<file path="config.mk">
export PLATFORM = sky130hd
export DESIGN_NAME = shift_exec_pipe
export DESIGN_NICKNAME = d
export VERILOG_FILES = /design/src/rtl/shift_exec_pipe.sv
export SDC_FILE = /design/constraint.sdc
export NUM_CORES = 1
export LEC_CHECK = 0
export CORE_MARGIN = 2
export CORE_UTILIZATION = 25
export DETAILED_ROUTE_END_ITERATION = 7
export GPL_ROUTABILITY_DRIVEN = 0
export PLACE_DENSITY_LB_ADDON = 0.2
export RECOVER_POWER = 25
export SLEW_MARGIN = 20
export SYNTH_ARGS = -nofsm -noshare
export SYNTH_HDL_FRONTEND = slang
export SYNTH_SLANG_ARGS = --single-unit
</file>
<file path="constraint.sdc">
create_clock -name clk_i -period 1.9 [get_ports clk_i]
set_input_delay 0.57 -clock clk_i [delete_from_list [all_inputs] [get_ports clk_i]]
set_output_delay 0.57 -clock clk_i [all_outputs]
set_load 0.02 [all_outputs]
</file>
<file path="src/rtl/shift_exec_pipe.sv">
// Two-stage pipelined 32-bit shifter (SLL/SRL/SRA) with valid/ready flow control.
// Stage 1 applies the byte-granular shift (shamt[4:3]); stage 2 applies the bit shift (shamt[2:0]).
module shift_exec_pipe #(
  parameter int unsigned DATA_W = 32,
  parameter int unsigned TAG_W  = 5
) (
  input  logic              clk_i,
  input  logic              rst_ni,
  input  logic              flush_i,
  input  logic              in_valid_i,
  output logic              in_ready_o,
  input  logic [1:0]        op_i,
  input  logic [DATA_W-1:0] a_i,
  input  logic [4:0]        shamt_i,
  input  logic [TAG_W-1:0]  rd_i,
  output logic              out_valid_o,
  input  logic              out_ready_i,
  output logic [DATA_W-1:0] s_o,
  output logic [TAG_W-1:0]  rd_o
);

  typedef enum logic [1:0] {OpSll = 2'b00, OpSrl = 2'b01, OpSra = 2'b10, OpRsv = 2'b11} op_e;

  logic              s1_valid_q;
  op_e               s1_op_q;
  logic [TAG_W-1:0]  s1_rd_q;
  logic [2:0]        s1_fine_q;
  logic [DATA_W-1:0] s1_coarse_q;

  logic              s2_valid_q;
  logic [DATA_W-1:0] s_q;
  logic [TAG_W-1:0]  rd_q;

  logic              adv1, adv2, accept;
  op_e               op_in;
  logic [4:0]        coarse_amt;
  logic [DATA_W-1:0] coarse_d;
  logic [DATA_W-1:0] fine_d;

  assign adv2       = ~s2_valid_q | out_ready_i;
  assign adv1       = ~s1_valid_q | adv2;
  assign in_ready_o = adv1 & ~flush_i & rst_ni;
  assign accept     = in_valid_i & in_ready_o;

  assign op_in      = op_e'(op_i);
  assign coarse_amt = {shamt_i[4:3], 3'b000};

  always_comb begin
    coarse_d = a_i;
    case (op_in)
      OpSll:   coarse_d = a_i << coarse_amt;
      OpSrl:   coarse_d = a_i >> coarse_amt;
      OpSra:   coarse_d = $signed(a_i) >>> coarse_amt;
      default: coarse_d = a_i;
    endcase
  end

  // Arithmetic fill stays correct here: the coarse SRA already replicated a[31] into bit 31.
  always_comb begin
    fine_d = '0;
    case (s1_op_q)
      OpSll:   fine_d = s1_coarse_q << s1_fine_q;
      OpSrl:   fine_d = s1_coarse_q >> s1_fine_q;
      OpSra:   fine_d = $signed(s1_coarse_q) >>> s1_fine_q;
      default: fine_d = '0;
    endcase
  end

  always_ff @(posedge clk_i) begin
    if (!rst_ni) begin
      s1_valid_q  <= 1'b0;
      s1_op_q     <= OpSll;
      s1_rd_q     <= '0;
      s1_fine_q   <= '0;
      s1_coarse_q <= '0;
      s2_valid_q  <= 1'b0;
      s_q         <= '0;
      rd_q        <= '0;
    end else if (flush_i) begin
      // Data registers keep their contents; only the valid bits are cleared.
      s1_valid_q <= 1'b0;
      s2_valid_q <= 1'b0;
    end else begin
      if (adv1) begin
        s1_valid_q <= accept;
        if (accept) begin
          s1_op_q     <= op_in;
          s1_rd_q     <= rd_i;
          s1_fine_q   <= shamt_i[2:0];
          s1_coarse_q <= coarse_d;
        end
      end
      if (adv2) begin
        s2_valid_q <= s1_valid_q;
        if (s1_valid_q) begin
          s_q  <= fine_d;
          rd_q <= s1_rd_q;
        end
      end
    end
  end

  assign out_valid_o = s2_valid_q;
  assign s_o         = s_q;
  assign rd_o        = rd_q;

endmodule

</file>
Word level (Yosys, flattened, before mapping)
Index checks and enable logic that the tools add are counted.
Word-level totals
  logic and storage cells: 34
  output and inout port bits: 39
  bits of input ports: 49
  register bits: 81
Operators by class
  multiplexer cells: 2
  bitwise gates (word level): 9
  reductions and logical operators: 5
  equal/unequal tests: 4
  shift operators: 6
Operators with widths (count)
  $pmux 32 s3: 2
  $shl 32x3->32: 1
  $shl 32x5->32: 1
  $shr 32x3->32: 1
  $shr 32x5->32: 1
  $sshr 32x3->32: 1
  $sshr 32x5->32: 1
  $reduce_and 3->1: 2
  $eq 2x1->1 const B: 2
  $eq 2x2->1 const B: 2
  $logic_not 2->1: 2
  $not 1->1: 4
  $and 1x1->1: 3
  $or 1x1->1: 2
  $reduce_or 2->1: 1

Logic depth before layout (Yosys ltp)
Gate-level depths: netlist of run 1.
  word-level depth: 7
  mapped depth: 9
  depth with buffers taken out: 5

Worst setup path before layout of run 1
No wires, ideal clock.
  path kind: input to register
  start point: input flush_i
  end point: register s1_coarse_q[5]
  stages on the path: 7
  library setup time: 0.132 ns
  path slack: -0.126 ns
  required time: 1.768 ns
  data arrival time: 1.894 ns
  buffers on the path: 2
  path through: nand2b_1 a21oi_1 nand2_1 buf_2 clkbuf_1 a221oi_1 nor3_1
Between the ends
  word-level cells in the longest chain between the ends: 5
Ends and longest elaborated chain
  start: declaration: RTL line 9  | input logic flush_i,
  $not 1->1 (no source line)
  $and 1x1->1 (2 in series): RTL line 42  | assign in_ready_o = adv1 & ~flush_i & rst_ni;
  net in_ready_o: RTL line 11  | output logic in_ready_o,
  $and 1x1->1: RTL line 43  | assign accept = in_valid_i & in_ready_o;
  $reduce_and 3->1 (no source line)
  end signal: assignment: RTL line 90  | s1_coarse_q <= coarse_d;
  end: declaration: RTL line 28  | logic [DATA_W-1:0] s1_coarse_q;
The timed path passes the listed nets, and every way through them passes these cells.
A chain may end at the register's enable or synchronous reset.

Worst setup path after layout of run 1
  start point: register s_q[2], in the netlist s_o[2]
  end point: output s_o[2]
RTL lines
  start: declaration: RTL line 31  | logic [DATA_W-1:0] s_q;
  start signal: assignment: RTL line 96  | s_q <= fine_d;
  end: declaration: RTL line 18  | output logic [DATA_W-1:0] s_o,
No word-level cell between the ends.

==> metrics.yaml, run 1 <==
run_status:
  outcome: "completed"
clock_network:
  htreeDepth: 3
  clk_latency_ns: 0.36
  tritoncts.num_buffers: 9
  path_clk_slew_ns: 0.07
  cts_tree: "yes"
  cts_buffer_depth: 2
  clock-sinks: 81
  cts-root-buf: "clkbuf_16"
run:
  max-cap-violations: 0
power_and_ir_drop:
  p_leak_nw: 3.54
  power.density_nw_per_um2: 538
  ir_drop_v: 0.000300
route:
  drtIter0Drc: 621
  drcViolationCount: 0
  wl_um: 25500
  avgRoutedWirePerCell_um: 17.8
  drtAntennaViolNets: 0
  via_per_inst: 5.22
  first_pass_iters: 5
  num_vias: 7499
timing:
  setup_viol: 0
  period_minus_slack_ns: 1.86
  slew_headroom: 0.612
  fin_crit_sh: 0.979
  grt_setup_unrepaired: "yes"
  final-hold-violation-count: 0
  finalMaxSlewViolations: 0
  skew_ns: 0.00746
  whs_ns: 0.460
  setup_ws_ns: 0.0393
  fmax_ghz: 0.537
  worst_pin_slew_ns: 0.580
  tns_ns: 0
yosys:
  yosysTopAreaCellShare: 0.232
  synthDistinctLibCells: 65
  synth_ff_type: "dfxtp_1"
  syn_inst: 888
  syn-num-nets: 937
  ys_async_sr_fraction: 0
  synth_top_area_cell: "dfxtp_1"
  yosys_warnings: 0
  yosysSeqAreaShare: 0.232
  syn-mean-instance-area_um2: 7.88
  synth_area_um2: 7000
  synth-seq-cells: 81
  synth-edff-count: 0
  synth.area.top_cells: "dfxtp_1, mux2i_1, mux4_2"
setup_path:
  start_kind: "register"
  arrival_ns: 1.29
  critPathBufInv: 1
  crit_fanout: 2
  crit_type: "reg -> out"
  reg2reg_slack_ns: 0.04
  critPathTopFamily: "buffers and inverters"
  critPathMaxStageDelay_ns: 0.60
  crit_chain: "clkdlybuf4s50_1"
  cpMaxStageDelayCell: "clkdlybuf4s50_1"
  endpoint_kind: "output port"
  cp.required_ns: 1.33
final_layout:
  layout.nets: 1102
  multi_input_area_um2: 5030
  final_common_cell: "buf_4"
  seqCellArea_um2: 1630
  final_cell_mix: "buf_4, nand2_1, a21oi_1, o21ai_0, dfxtp_1"
  area_growth_pct: 38.7
  n_antenna_cell: 0
  fill_cells: 2931
  utilization: 0.350
  drive_gt1_frac: 0.254
placed_design:
  post-place-ws_ns: -0.676
  io_buffers: 87
  hpwl_um: 19700
global_routing:
  grt_pass1_vias: 6875
  antenna_found_initial: 0
  grt_pass1_wl_um: 39300
  grt_max_degree: 41
  grt_overflow: 0
  grt_util_all_layers: 0.171
die:
  die_w_um: 171
  initial_core_util: 0.253
  die-area_um2: 29300
  core_area_um2: 27700
  fp.dieH_um: 171
  fp-row-count: 61
  io_pins: 88
hold_path:
  hp-class: "reg -> reg"
Yosys cell counts, types with 9 or more instances:
cell       instances
nand2_1          109
o21ai_0           89
a21oi_1           81
dfxtp_1           81
mux2i_1           73
nor2_1            53
clkbuf_1          36
buf_2             33
mux2_2            31
a221oi_1          28
nand3_1           25
nor3_1            22
nand2b_1          21
mux4_2            20
a31oi_1           14
a22o_1            10
buf_4             10
inv_1             10
a22oi_1            9
a311oi_1           9
nor2b_1            9
o2111ai_1          9
metrics by stage:
step,cell area (um^2),power (mW),instances
2_1_floorplan,7000,2.59,888
3_3_place_gp,9270,3.23,1415
3_5_place_dp,9270,3.23,1415
4_1_cts,9670,5.21,1433
5_1_grt,9700,5.45,1436
6_report,9700,5.22,1436
power by group:
part | internal [mW] | switching (mW) | total, mW | leakage (nW)
sequential | 1.75 | 0.0904 | 1.84 | 0.659
clock | 1.19 | 0.760 | 1.95 | 0.159
combinational | 0.699 | 0.729 | 1.43 | 2.72
repair_timing:
| item | CTS | global route |
|---|---|---|
| setup buffers | 2 | 0 |
| gates cloned | 0 | 3 |
| endpoints found under the setup margin | 75 | 65 |
| hold buffers | 0 | 0 |
| gates resized for setup | 45 | 47 |
| pin swaps | 4 | 3 |
path summary, 6_finish.rpt:
kind                                  start                    to  cells after the start
setup / recovery        s_o[2]$_SDFFE_PN0P_                s_o[2]                      1
hold / removal         rd_o[1]$_SDFFE_PN0P_  rd_o[1]$_SDFFE_PN0P_                      2
setup reg to reg  s1_fine_q[1]$_SDFFE_PN0P_  s_o[20]$_SDFFE_PN0P_                      6
hold reg to reg        rd_o[1]$_SDFFE_PN0P_  rd_o[1]$_SDFFE_PN0P_                      2
area by class of cell:
type,count,share of cell area
repair buffers,243,0.226
inverters,11,0.00426
well taps,378,0.0487
clock buffers,10,0.0246
clock inverters,6,0.00929
multi-input cells,707,0.519
flip-flops and latches,81,0.168
sequential cells by signal (all words and copies together), names as in the netlist:
signal,flops
out_valid_o,1
rd_o,5
s1_coarse_q,32
s1_fine_q,3
s1_op_q,2
s1_rd_q,5
s1_valid_q,1
s_o,32
metal layers:
metal  global-route usage  part of all wire  up-vias
li1                     -                 -     3685
met2                0.254              0.43      211
met1                0.254              0.50     3578
met4               0.0446             0.015        0
met3               0.0274             0.049       25
met5                    0                 0        -
logic make-up (layout without fill, tap and decap cells):
logic type / count (synthesis) / in the layout / synth area share
buffers and inverters: 100 / 270 / 0.0735
flip-flops: 81 / 81 / 0.232
AO/OA/AOI/OAI: 309 / 309 / 0.285
AND/OR/NAND/NOR: 271 / 271 / 0.183
XOR/XNOR: 1 / 1 / 0.00125
multiplexers: 126 / 126 / 0.226
(Power assumes the default switching activity.)
==> run 2, diff against run 1 <==
==> constraint.sdc (replaced) <==
create_clock -name clk_i -period 1.9 [get_ports clk_i]
set_input_delay 0.38 -clock clk_i [delete_from_list [all_inputs] [get_ports clk_i]]
set_output_delay 0.38 -clock clk_i [all_outputs]
set_load 0.02 [all_outputs]
==> run 2 against run 1 <==
Against the previous run:
- combinational power barely moved
- die area did not move
- routed wire length grew 0.98%
- sequential power hardly changed
==> metrics.yaml, run 2 (synthesized netlist as in run 1, its figures left out) <==
clock_network:
  path_clk_slew_ns: 0.07  # about the same
  cts_buffer_depth: 2  # unchanged
  cts_tree: "yes"
  clock-sinks: 81  # unchanged
  hold_buffers: 0  # unchanged
  cts-root-buf: "clkbuf_16"
  htreeDepth: 3  # unchanged
  clk_latency_ns: 0.35  # about the same
  tritoncts.num_buffers: 9  # unchanged
global_routing:
  grt_pass1_wl_um: 40500  # +2.9%
  antenna_found_initial: 0  # unchanged
  grt_util_all_layers: 0.174  # +0.00338
  grt_overflow: 0  # unchanged
  grt_pass1_vias: 7000  # +1.8%
  grt_max_degree: 43  # +4.9%
timing:
  fmax_ghz: 0.535  # -0.37%
  worst_pin_slew_ns: 0.592  # +0.0114 ns
  skew_ns: 0.00769  # +0.000225 ns
  fin_crit_sh: 0.983  # +0.00363
  setup_viol: 0  # unchanged
  tns_ns: 0  # unchanged
  slew_headroom: 0.601  # -0.0104
  whs_ns: 0.452  # -0.00855 ns
  period_minus_slack_ns: 1.87  # +0.00690 ns
  finalMaxSlewViolations: 0  # unchanged
  final-hold-violation-count: 0  # unchanged
  grt_setup_unrepaired: "yes"
final_layout:
  final_common_cell: "buf_4"
  fill_cells: 2911  # -0.68%
  layout.nets: 1103  # +0.091%
  area_growth_pct: 39.3
  final_cell_mix: "buf_4, nand2_1, o21ai_0"
  drive_gt1_frac: 0.242  # -0.0125
  utilization: 0.352  # +0.00154
  n_antenna_cell: 0  # unchanged
power_and_ir_drop:
  ir_drop_v: 0.000279  # -7.1%
  p_comb_frac: 0.273  # about the same
  pwr-share-seq: 0.355  # +0.003
  p_int_mw: 3.60  # -1.1%
  p_switching_mw: 1.58  # +0.24%
  p_sw_frac: 0.306  # +0.00294
  p_leak_nw: 3.51  # -0.66%
  power.density_nw_per_um2: 531  # -1.2%
  p_clk_frac: 0.373  # about the same
setup_path:
  arrival_ns: 2.17  # +0.88 ns
  crit_type: "in -> reg"
  start_kind: "input port"
  crit_fanout: 9  # +7
  cp.required_ns: 2.20  # +0.87 ns
  endpoint_kind: "register"
route:
  via_per_inst: 5.25  # +0.61%
  drtIter0Drc: 602  # -3.1%
  drtAntennaViolNets: 0  # unchanged
  avgRoutedWirePerCell_um: 17.9  # +0.91%
  drcViolationCount: 0  # unchanged
  wl_um: 25800  # +0.98%
  num_vias: 7550  # +0.68%
  first_pass_iters: 5  # unchanged
run:
  max-cap-violations: 0  # unchanged
die:
  core_area_um2: 27700  # unchanged
  fp-row-count: 61  # unchanged
  io_pins: 88  # unchanged
  die-area_um2: 29300  # unchanged
  initial_core_util: 0.253  # unchanged
  fp.dieH_um: 171  # unchanged
  die_w_um: 171  # unchanged
placed_design:
  io_buffers: 87  # unchanged
  hpwl_um: 19800  # +0.67%
hold_path:
  hp-class: "reg -> reg"
run_status:
  outcome: "completed"
==> run 2: area by class of cell <==
type	count	area [um^2]	area share
clock buffers	9	225	0.0231
clock inverters	7	93.8	0.00963
inverters	11	41.3	0.00424
multi-input cells	707	4940	0.507
flip-flops and latches	81	1630	0.167
well taps	378	473	0.0485
repair buffers	244	2340	0.240
==> run 2: repair_timing <==
action | CTS | global route
pin swaps | 0 | 3
resized for setup | 5 | 23
setup buffers | 0 | 5
endpoints found under the setup margin | 26 | 33
cloned | 0 | 2
==> run 2: per-layer routing <==
layer | share of wire | global-route usage | vias up
met4 | 0.016 | 0.0505 | 0
li1 | - | - | 3670
met1 | 0.49 | 0.260 | 3600
met5 | 0 | 0 | -
met3 | 0.050 | 0.0189 | 27
met2 | 0.44 | 0.262 | 253
==> run 2: power groups by stage <==
stage | Combinational [mW] | Clock, mW | Sequential (mW)
finish | 1.41 | 1.93 | 1.84
global route | 1.53 | 2.02 | 1.84
CTS | 1.37 | 1.97 | 1.83
detailed placement | 1.37 | 0 | 1.87
global placement | 1.37 | 0 | 1.87
floorplan | 0.751 | 0 | 1.83
==> run 2: critical path, cell delays in order <==
cell and delay [ns]:
clkdlybuf4s50_1 0.44, buf_12 0.16, buf_4 0.17, nor2_1 0.21
buf_4 0.18, nand3_1 0.08, a31oi_1 0.28, buf_4 0.18
a31o_2 0.09
==> run 2: stage by stage <==
step	power (mW)	area, um^2	setup slack [ns]	instances
floorplan	2.59	7000	0.0638	888
global placement	3.24	9260	-0.444	1414
detailed placement	3.24	9260	-0.506	1414
CTS	5.18	9590	0.00235	1430
global route	5.39	9740	-0.0477	1437
finish	5.18	9740	0.0324	1437
==> run 2: worst paths after layout <==
path,startpoint,to,slack (ns),depth (start not counted)
setup / recovery,op_i[1],s1_coarse_q[29]$_SDFFE_PN0P_,0.03,9
hold / removal,s1_rd_q[2]$_SDFFE_PN0P_,rd_o[2]$_SDFFE_PN0P_,0.45,2
setup reg to reg,s1_fine_q[0]$_SDFFE_PN0P_,s_o[5]$_SDFFE_PN0P_,0.07,6
hold reg to reg,s1_rd_q[2]$_SDFFE_PN0P_,rd_o[2]$_SDFFE_PN0P_,0.45,2
==> run 3, diff against run 2 <==
CTS_CLUSTER_DIAMETER = 200   (was unset)
GPL_ROUTABILITY_DRIVEN = unset   (was 0)
==> results of run 3 <==
Final layout, timing and power as in run 2 (identical DEF).
